File: config.mk
export PLATFORM = sky130hd
export DESIGN_NAME = fifo_rd_flag_gen
export DESIGN_NICKNAME = d
export VERILOG_FILES = /design/src/rtl/fifo_pkg.sv /design/src/rtl/fifo_ptr_cnt.sv /design/src/rtl/fifo_rd_flag_gen.sv
export SDC_FILE = /design/constraint.sdc
export NUM_CORES = 1
export LEC_CHECK = 0
export CELL_PAD_IN_SITES_DETAIL_PLACEMENT = 0
export CELL_PAD_IN_SITES_GLOBAL_PLACEMENT = 2
export CORE_ASPECT_RATIO = 1.5
export CORE_MARGIN = 4
export CORE_UTILIZATION = 28
export CTS_CLUSTER_DIAMETER = 100
export CTS_CLUSTER_SIZE = 40
export DETAILED_ROUTE_END_ITERATION = 7
export PLACE_DENSITY = 0.74
export SYNTH_ARGS = -nofsm -noshare
export SYNTH_HDL_FRONTEND = slang
export SYNTH_HIERARCHICAL = 1
export SYNTH_SLANG_ARGS = --single-unit
File: constraint.sdc
create_clock -name clk -period 3.25 [get_ports clk]
set_clock_uncertainty 0.15 [all_clocks]
set_input_delay 0.975 -clock clk [delete_from_list [all_inputs] [get_ports clk]]
set_output_delay 0.975 -clock clk [all_outputs]
set_load 0.02 [all_outputs]
File: src/rtl/fifo_pkg.sv
// Shared constants and types for the MCDF channel FIFO read/status controller.
package fifo_pkg;

    localparam int unsigned DEF_PTR_WIDE   = 3;
    localparam int unsigned DEF_DEPTH      = 2 ** DEF_PTR_WIDE;
    localparam int unsigned DEF_AFULL_LVL  = 6;
    localparam int unsigned DEF_AEMPTY_LVL = 2;

    typedef logic [DEF_PTR_WIDE:0] ptr_t;
    typedef logic [DEF_PTR_WIDE:0] cnt_t;

    // Encoding is {rd_acc, wr_acc} so the helper below is a plain cast.
    typedef enum logic [1:0] {
        ACC_NONE = 2'b00,
        ACC_WR   = 2'b01,
        ACC_RD   = 2'b10,
        ACC_BOTH = 2'b11
    } acc_e;

    function automatic acc_e acc_kind(input logic wr_acc, input logic rd_acc);
        return acc_e'({rd_acc, wr_acc});
    endfunction

endpackage

File: src/rtl/fifo_ptr_cnt.sv
// Wrap-bit pointer counter: W+1 bits, advances on en_i, wraps from 2**(W+1)-1 to 0.
module fifo_ptr_cnt #(
    parameter int unsigned W = 3
) (
    input  logic         clk,
    input  logic         rst,
    input  logic         en_i,
    output logic [W:0]   ptr_o
);

    logic [W:0] ptr_q;
    logic [W:0] ptr_d;

    always_comb begin
        ptr_d = ptr_q;
        if (en_i) begin
            ptr_d = ptr_q + (W+1)'(1);
        end
    end

    always_ff @(posedge clk) begin
        if (rst) begin
            ptr_q <= '0;
        end else begin
            ptr_q <= ptr_d;
        end
    end

    assign ptr_o = ptr_q;

endmodule

File: src/rtl/fifo_rd_flag_gen.sv
// Read-side pointer and status flag generator for the MCDF channel FIFO.
// Define FIFO_ERR_FLAG_EN to build the sticky overflow/underflow registers.
module fifo_rd_flag_gen
    import fifo_pkg::*;
#(
    parameter int unsigned FIFO_PTR_WIDE = DEF_PTR_WIDE,
    parameter int unsigned AFULL_LVL     = DEF_AFULL_LVL,
    parameter int unsigned AEMPTY_LVL    = DEF_AEMPTY_LVL
) (
    input  logic                     clk,
    input  logic                     rst,
    input  logic                     wr_en,
    input  logic                     rd_en,
    output logic [FIFO_PTR_WIDE-1:0] rd_addr,
    output logic [FIFO_PTR_WIDE:0]   count,
    output logic                     full,
    output logic                     empty,
    output logic                     almost_full,
    output logic                     almost_empty,
    output logic                     overflow,
    output logic                     underflow
);

    localparam int unsigned DEPTH = 2 ** FIFO_PTR_WIDE;

    typedef logic [FIFO_PTR_WIDE:0] lptr_t;
    typedef logic [FIFO_PTR_WIDE:0] lcnt_t;

    if (!((AEMPTY_LVL < AFULL_LVL) && (AFULL_LVL <= DEPTH))) begin : g_bad_levels
        $error("fifo_rd_flag_gen: need 0 <= AEMPTY_LVL < AFULL_LVL <= DEPTH");
    end

    lptr_t wr_ptr;
    lptr_t rd_ptr;

    lcnt_t count_q, count_d;
    logic  full_q, full_d;
    logic  empty_q, empty_d;
    logic  afull_q, afull_d;
    logic  aempty_q, aempty_d;

    logic  wr_acc;
    logic  rd_acc;
    acc_e  acc;

    assign wr_acc = wr_en && !full_q;
    assign rd_acc = rd_en && !empty_q;
    assign acc    = acc_kind(wr_acc, rd_acc);

    fifo_ptr_cnt #(.W(FIFO_PTR_WIDE)) u_wr_ptr (
        .clk   (clk),
        .rst   (rst),
        .en_i  (wr_acc),
        .ptr_o (wr_ptr)
    );

    fifo_ptr_cnt #(.W(FIFO_PTR_WIDE)) u_rd_ptr (
        .clk   (clk),
        .rst   (rst),
        .en_i  (rd_acc),
        .ptr_o (rd_ptr)
    );

    // Flags are derived from next-count so they move on the same edge as count.
    always_comb begin
        count_d = count_q;
        unique case (acc)
            ACC_WR:  count_d = count_q + lcnt_t'(1);
            ACC_RD:  count_d = count_q - lcnt_t'(1);
            default: count_d = count_q;
        endcase
        full_d   = (count_d == lcnt_t'(DEPTH));
        empty_d  = (count_d == '0);
        afull_d  = (count_d >= lcnt_t'(AFULL_LVL));
        aempty_d = (count_d <= lcnt_t'(AEMPTY_LVL));
    end

    always_ff @(posedge clk) begin
        if (rst) begin
            count_q  <= '0;
            full_q   <= 1'b0;
            empty_q  <= 1'b1;
            afull_q  <= 1'b0;
            aempty_q <= 1'b1;
        end else begin
            count_q  <= count_d;
            full_q   <= full_d;
            empty_q  <= empty_d;
            afull_q  <= afull_d;
            aempty_q <= aempty_d;
        end
    end

`ifdef FIFO_ERR_FLAG_EN
    logic ovf_q, ovf_d;
    logic unf_q, unf_d;

    always_comb begin
        ovf_d = ovf_q | (wr_en & full_q);
        unf_d = unf_q | (rd_en & empty_q);
    end

    always_ff @(posedge clk) begin
        if (rst) begin
            ovf_q <= 1'b0;
            unf_q <= 1'b0;
        end else begin
            ovf_q <= ovf_d;
            unf_q <= unf_d;
        end
    end

    assign overflow  = ovf_q;
    assign underflow = unf_q;
`else
    assign overflow  = 1'b0;
    assign underflow = 1'b0;
`endif

    assign rd_addr      = rd_ptr[FIFO_PTR_WIDE-1:0];
    assign count        = count_q;
    assign full         = full_q;
    assign empty        = empty_q;
    assign almost_full  = afull_q;
    assign almost_empty = aempty_q;

    a_ptr_consistent: assert property (@(posedge clk) disable iff (rst)
        (full_q  == ((wr_ptr[FIFO_PTR_WIDE-1:0] == rd_ptr[FIFO_PTR_WIDE-1:0]) &&
                     (wr_ptr[FIFO_PTR_WIDE] != rd_ptr[FIFO_PTR_WIDE]))) &&
        (empty_q == (wr_ptr == rd_ptr)) &&
        (count_q == lcnt_t'(wr_ptr - rd_ptr)));

endmodule

* Word level (Yosys, flattened, before mapping)
Index checks and enable logic that the tools add are counted.
** Operators by class
- $mul :: 0
- Add/sub/neg operators :: 3
- Multiplexer cells :: 1
- Equal/unequal tests :: 3
- Bitwise operators :: 0
- Reductions and logical operators :: 5
- Shift operators :: 0
- Divide/modulo/power cells :: 0
- Magnitude comparators :: 2
** Operators with widths (number)
- adder 4 x 1 -> 4 bit, second input constant :: 2
- case mux 4 bit (2 select lines) :: 1
- equality test 4 bit, second input constant :: 1
- >= comparator 4 x 3 -> 1 bit, second input constant :: 1
- <= comparator 4 x 2 -> 1 bit, second input constant :: 1
- logical NOT 4 bit :: 1
- subtractor 4 x 1 -> 4 bit, second input constant :: 1
- equality test 2 x 1 -> 1 bit, second input constant :: 1
- equality test 2 bit, second input constant :: 1
- logical AND 1 bit :: 2
- logical NOT 1 bit :: 2
** Storage, ports and cells
- Bits in latches :: 0
- Register bits after elaboration :: 12
- Logic and storage cells :: 20
- Bits in read-only memories :: 0
- Output and inout bits :: 13
- Memories kept :: 0
- Memory bits (writable) :: 0

* Depth between registers and ports, before layout
- Word-level depth :: 5
- Depth in mapped cells :: 9
- Gate-level depth less buffers :: 9

* Cells and area by module
Netlist, hierarchy kept.
** Modules (own cells, without submodules)
- fifo_rd_flag_gen :: seq. area each 160.2 um^2, cells an instance 51, area each 484.2 um^2, instances 1
- fifo_ptr_cnt :: seq. area each 80.1 um^2, cells an instance 16, area each 178.9 um^2, instances 1

* Worst setup path after synthesis
Ideal clock, no wire load.
- Kind :: input -> register
- Start point :: input port rd_en
- End point :: register full_q (netlist: full)
- Arrival :: 2828 ps
- Setup time :: 73 ps
- Path slack :: 199 ps
- Buffers on the path :: 0
- Stages on the path :: 9
- Path through :: nor2b_1 ha_1 xor2_1 ha_1 a21oi_1 mux2i_1 xor2_1 o21a_1 nor3b_2
** Between the ends
- Word-level cells in the longest chain between the ends :: 4
- Elaborated cells on any way between the ends :: 5
- Classes of those cells :: 3 x eq/ne; 1 x mux; 1 x reduce/logical
** Ends and longest elaborated chain
- start: declaration :: RTL line fifo_rd_flag_gen.sv:13 : input logic rd_en,
- logical AND 1 bit (*) :: RTL line fifo_rd_flag_gen.sv:47 : assign rd_acc = rd_en && !empty_q;
- equality test 2 bit / equality test 2 x 1 -> 1 bit (equally long branches) :: RTL line fifo_rd_flag_gen.sv:67 : unique case (acc)
- case mux 4 bit (2 select lines) (*) :: RTL line fifo_rd_flag_gen.sv:67
- equality test 4 bit (*) :: RTL line fifo_rd_flag_gen.sv:72 : full_d = (count_d == lcnt_t'(DEPTH));
- end signal: assignment :: RTL line fifo_rd_flag_gen.sv:87 : full_q <= full_d;
- end: declaration :: RTL line fifo_rd_flag_gen.sv:37 : logic full_q, full_d;
Mark *: on every way between the ends. The rest lies on a longest branch, timed or not.
A chain may end at the register's enable or synchronous reset.

* Worst setup path in the final report
- Start point :: input port wr_en
- End point :: register full_q (netlist: full)
** Between the ends
- Word-level cells in the longest chain between the ends :: 4
- Elaborated cells on any way between the ends :: 5
- Classes of those cells :: 3 x eq/ne; 1 x mux; 1 x reduce/logical
** Ends and longest elaborated chain
- start: declaration :: RTL line fifo_rd_flag_gen.sv:12 : input logic wr_en,
- logical AND 1 bit (*) :: RTL line fifo_rd_flag_gen.sv:46 : assign wr_acc = wr_en && !full_q;
- equality test 2 bit / equality test 2 x 1 -> 1 bit (equally long branches) :: RTL line fifo_rd_flag_gen.sv:67
- case mux 4 bit (2 select lines) (*) :: RTL line fifo_rd_flag_gen.sv:67
- equality test 4 bit (*) :: RTL line fifo_rd_flag_gen.sv:72
Marked as above.

==> impl_metrics.yaml <==
outcome:
  outcome: "completed"
worst_setup_path:
  slowest_delay_ps: 460
  crit_type: "input pin to register"
  worstPathMaxFanout: 4
  critPathSlowestCell: "clkdlybuf4s50_1"
  arrival_ps: 3130
  critPathCaptureType: "register"
  cp-start-kind: "input pin"
  crit_family: "XOR/XNOR gates"
  crit_buf_inv: 1
  cp_cell_sequence: "clkdlybuf4s50_1, nand2b_1, ha_1, xor2_1, ha_1, a21oi_1, mux2i_1, xor2_1, o21a_1, nor3b_2"
  cp_data_required_time_ps: 3290
clocking:
  cts_tree: "done"
  cts.path.max_buffers: 2
  clk_pin_slew_ps: 70
  post_cts_resize_count: 0
  h-tree-depth: 1
  post-cts-setup-buffers: 0
  clk_latency_ps: 260
  clockRootBuffer: "clkbuf_4"
  cts_hold_buf: 0
  numCtsBuffers: 3
  clock-sinks: 11
layout:
  drive_above_1_share: 0.152
  nets: 88
  insertedDiodeCount: 0
  area_growth_syn_to_layout_pct: 31.0
grt:
  grt_pass1_vias: 428
  grt_pass1_wl_um: 1980
  track_usage: 0.0911
  grt_antenna_before_repair: 0
  grt_overflow: 0
  grt_max_degree: 12
die:
  rows: 20
  io_pins: 17
  die_w_um: 46.0
  dieArea_sq_um: 2990
  die_h_um: 65.0
  fp.coreArea_sq_um: 2050
  start_util: 0.295
timing:
  finalCriticalPeriod_ps: 3090
  setup_viol: 0
  tns_ps: 0
  rsz0062_at_grt: "false"
  hold_viol: 0
  fin_crit_sh: 0.951
  fmax_mhz: 324
  maxSlewViolCount: 0
pwr:
  p_per_area_nw_per_um2: 743
  power_uw: 589
  irDropWorstVdd_mv: 0.292
  p_leak_nw: 0.318
detailed_routing:
  via_per_inst: 4.71
  wl_per_cell_um: 12.3
  routed-via-count: 476
  drt_wl_total_um: 1250
  drtPass1Iterations: 4
  drt-initial-drc-count: 20
  drc: 0
  ant_nets: 0
place:
  io_buffers: 14
  routabilityCongestion: 0.700
  place_hpwl_um: 950
logic_synthesis:
  syn_area_per_cell_sq_um: 9.77
  ys.warnings.count: 6
  syn_area_sq_um: 606
  syn_inst: 62
min_path:
  hold_class: "register to register"
run:
  max-cap-violations: 0
-- final cells by class --
cell class / count / area [sq um]
clock buffer: 4 / 26.3
tap: 22 / 27.5
timing repair buffer: 18 / 170
multi-input combinational: 46 / 349
sequential: 11 / 220
fill: 215 / 1260
-- worst register-to-register path, cell delays in order (launching register included) --
cell and delay (ps):
dfxtp_1 310, nand2b_1 150, ha_1 230, xor2_1 170
ha_1 200, a21oi_1 140, mux2i_1 220, xor2_1 330
o21a_1 190, nor3b_2 140
-- registers in the layout, indices dropped and copies added (netlist names) --
| signal | flops |
|---|---|
| empty | 1 |
| full | 1 |
| count | 4 |
| almost_full | 1 |
| almost_empty | 1 |
| u_rd_ptr/ptr_o | 3 |
-- through the flow --
stage | setup slack [ps] | cells | area [sq um] | hold slack [ps] | utilization
2_1_floorplan | 269 | 63 | 609 | 443 | -
3_3_place_gp | -33.4 | 97 | 767 | 363 | 0.374
3_5_place_dp | -83.5 | 97 | 767 | 384 | 0.374
4_1_cts | 149 | 101 | 793 | 400 | 0.387
5_1_grt | 16.1 | 101 | 793 | 431 | 0.387
6_report | 159 | 101 | 793 | 393 | 0.387
-- cells in the final DEF, fill, tap and decap left out --
cell / count
nand2b_1: 1
nor3b_1: 3
a21bo_2: 1
ha_1: 4
a41o_1: 1
xnor2_2: 1
nand3b_1: 2
a21o_1: 1
or4_4: 1
clkdlybuf4s50_1: 14
nor3b_2: 1
nand2_1: 2
nor2b_1: 2
a21oi_1: 3
a31oi_4: 1
xnor2_1: 1
buf_4: 4
mux2i_1: 3
clkbuf_1: 1
xor2_1: 3
clkbuf_4: 3
conb_1: 2
dfxtp_1: 11
nor2_1: 8
o21ai_0: 1
or2_1: 1
nand3_1: 2
o21a_1: 1
-- worst paths after layout --
path	from	endpoint	slack, ps	cells past startpoint
worst max-delay path	wr_en	full	160	10
worst max register to register	full	full	940	9
worst min register to register	u_rd_ptr/ptr_o[1]	u_rd_ptr/ptr_o[1]	390	2
worst min-delay path	u_rd_ptr/ptr_o[1]	u_rd_ptr/ptr_o[1]	390	2
-- report_power, final --
group	internal, mW	switching [mW]	leakage (nW)
registers	0.169	0.0411	0.0900
clock network	0.0474	0.0434	0.0150
logic	0.145	0.143	0.213
-- routing by layer --
| layer | GRT usage | wire length (um) | vias up |
|---|---|---|---|
| met5 | 0 | 0 | - |
| met4 | 0.0427 | 13 | 0 |
| met3 | 0.0278 | 31 | 2 |
| met2 | 0.140 | 659 | 5 |
| met1 | 0.112 | 540 | 226 |
| li1 | - | - | 243 |
Note: power is estimated with default switching activity, not from simulation.
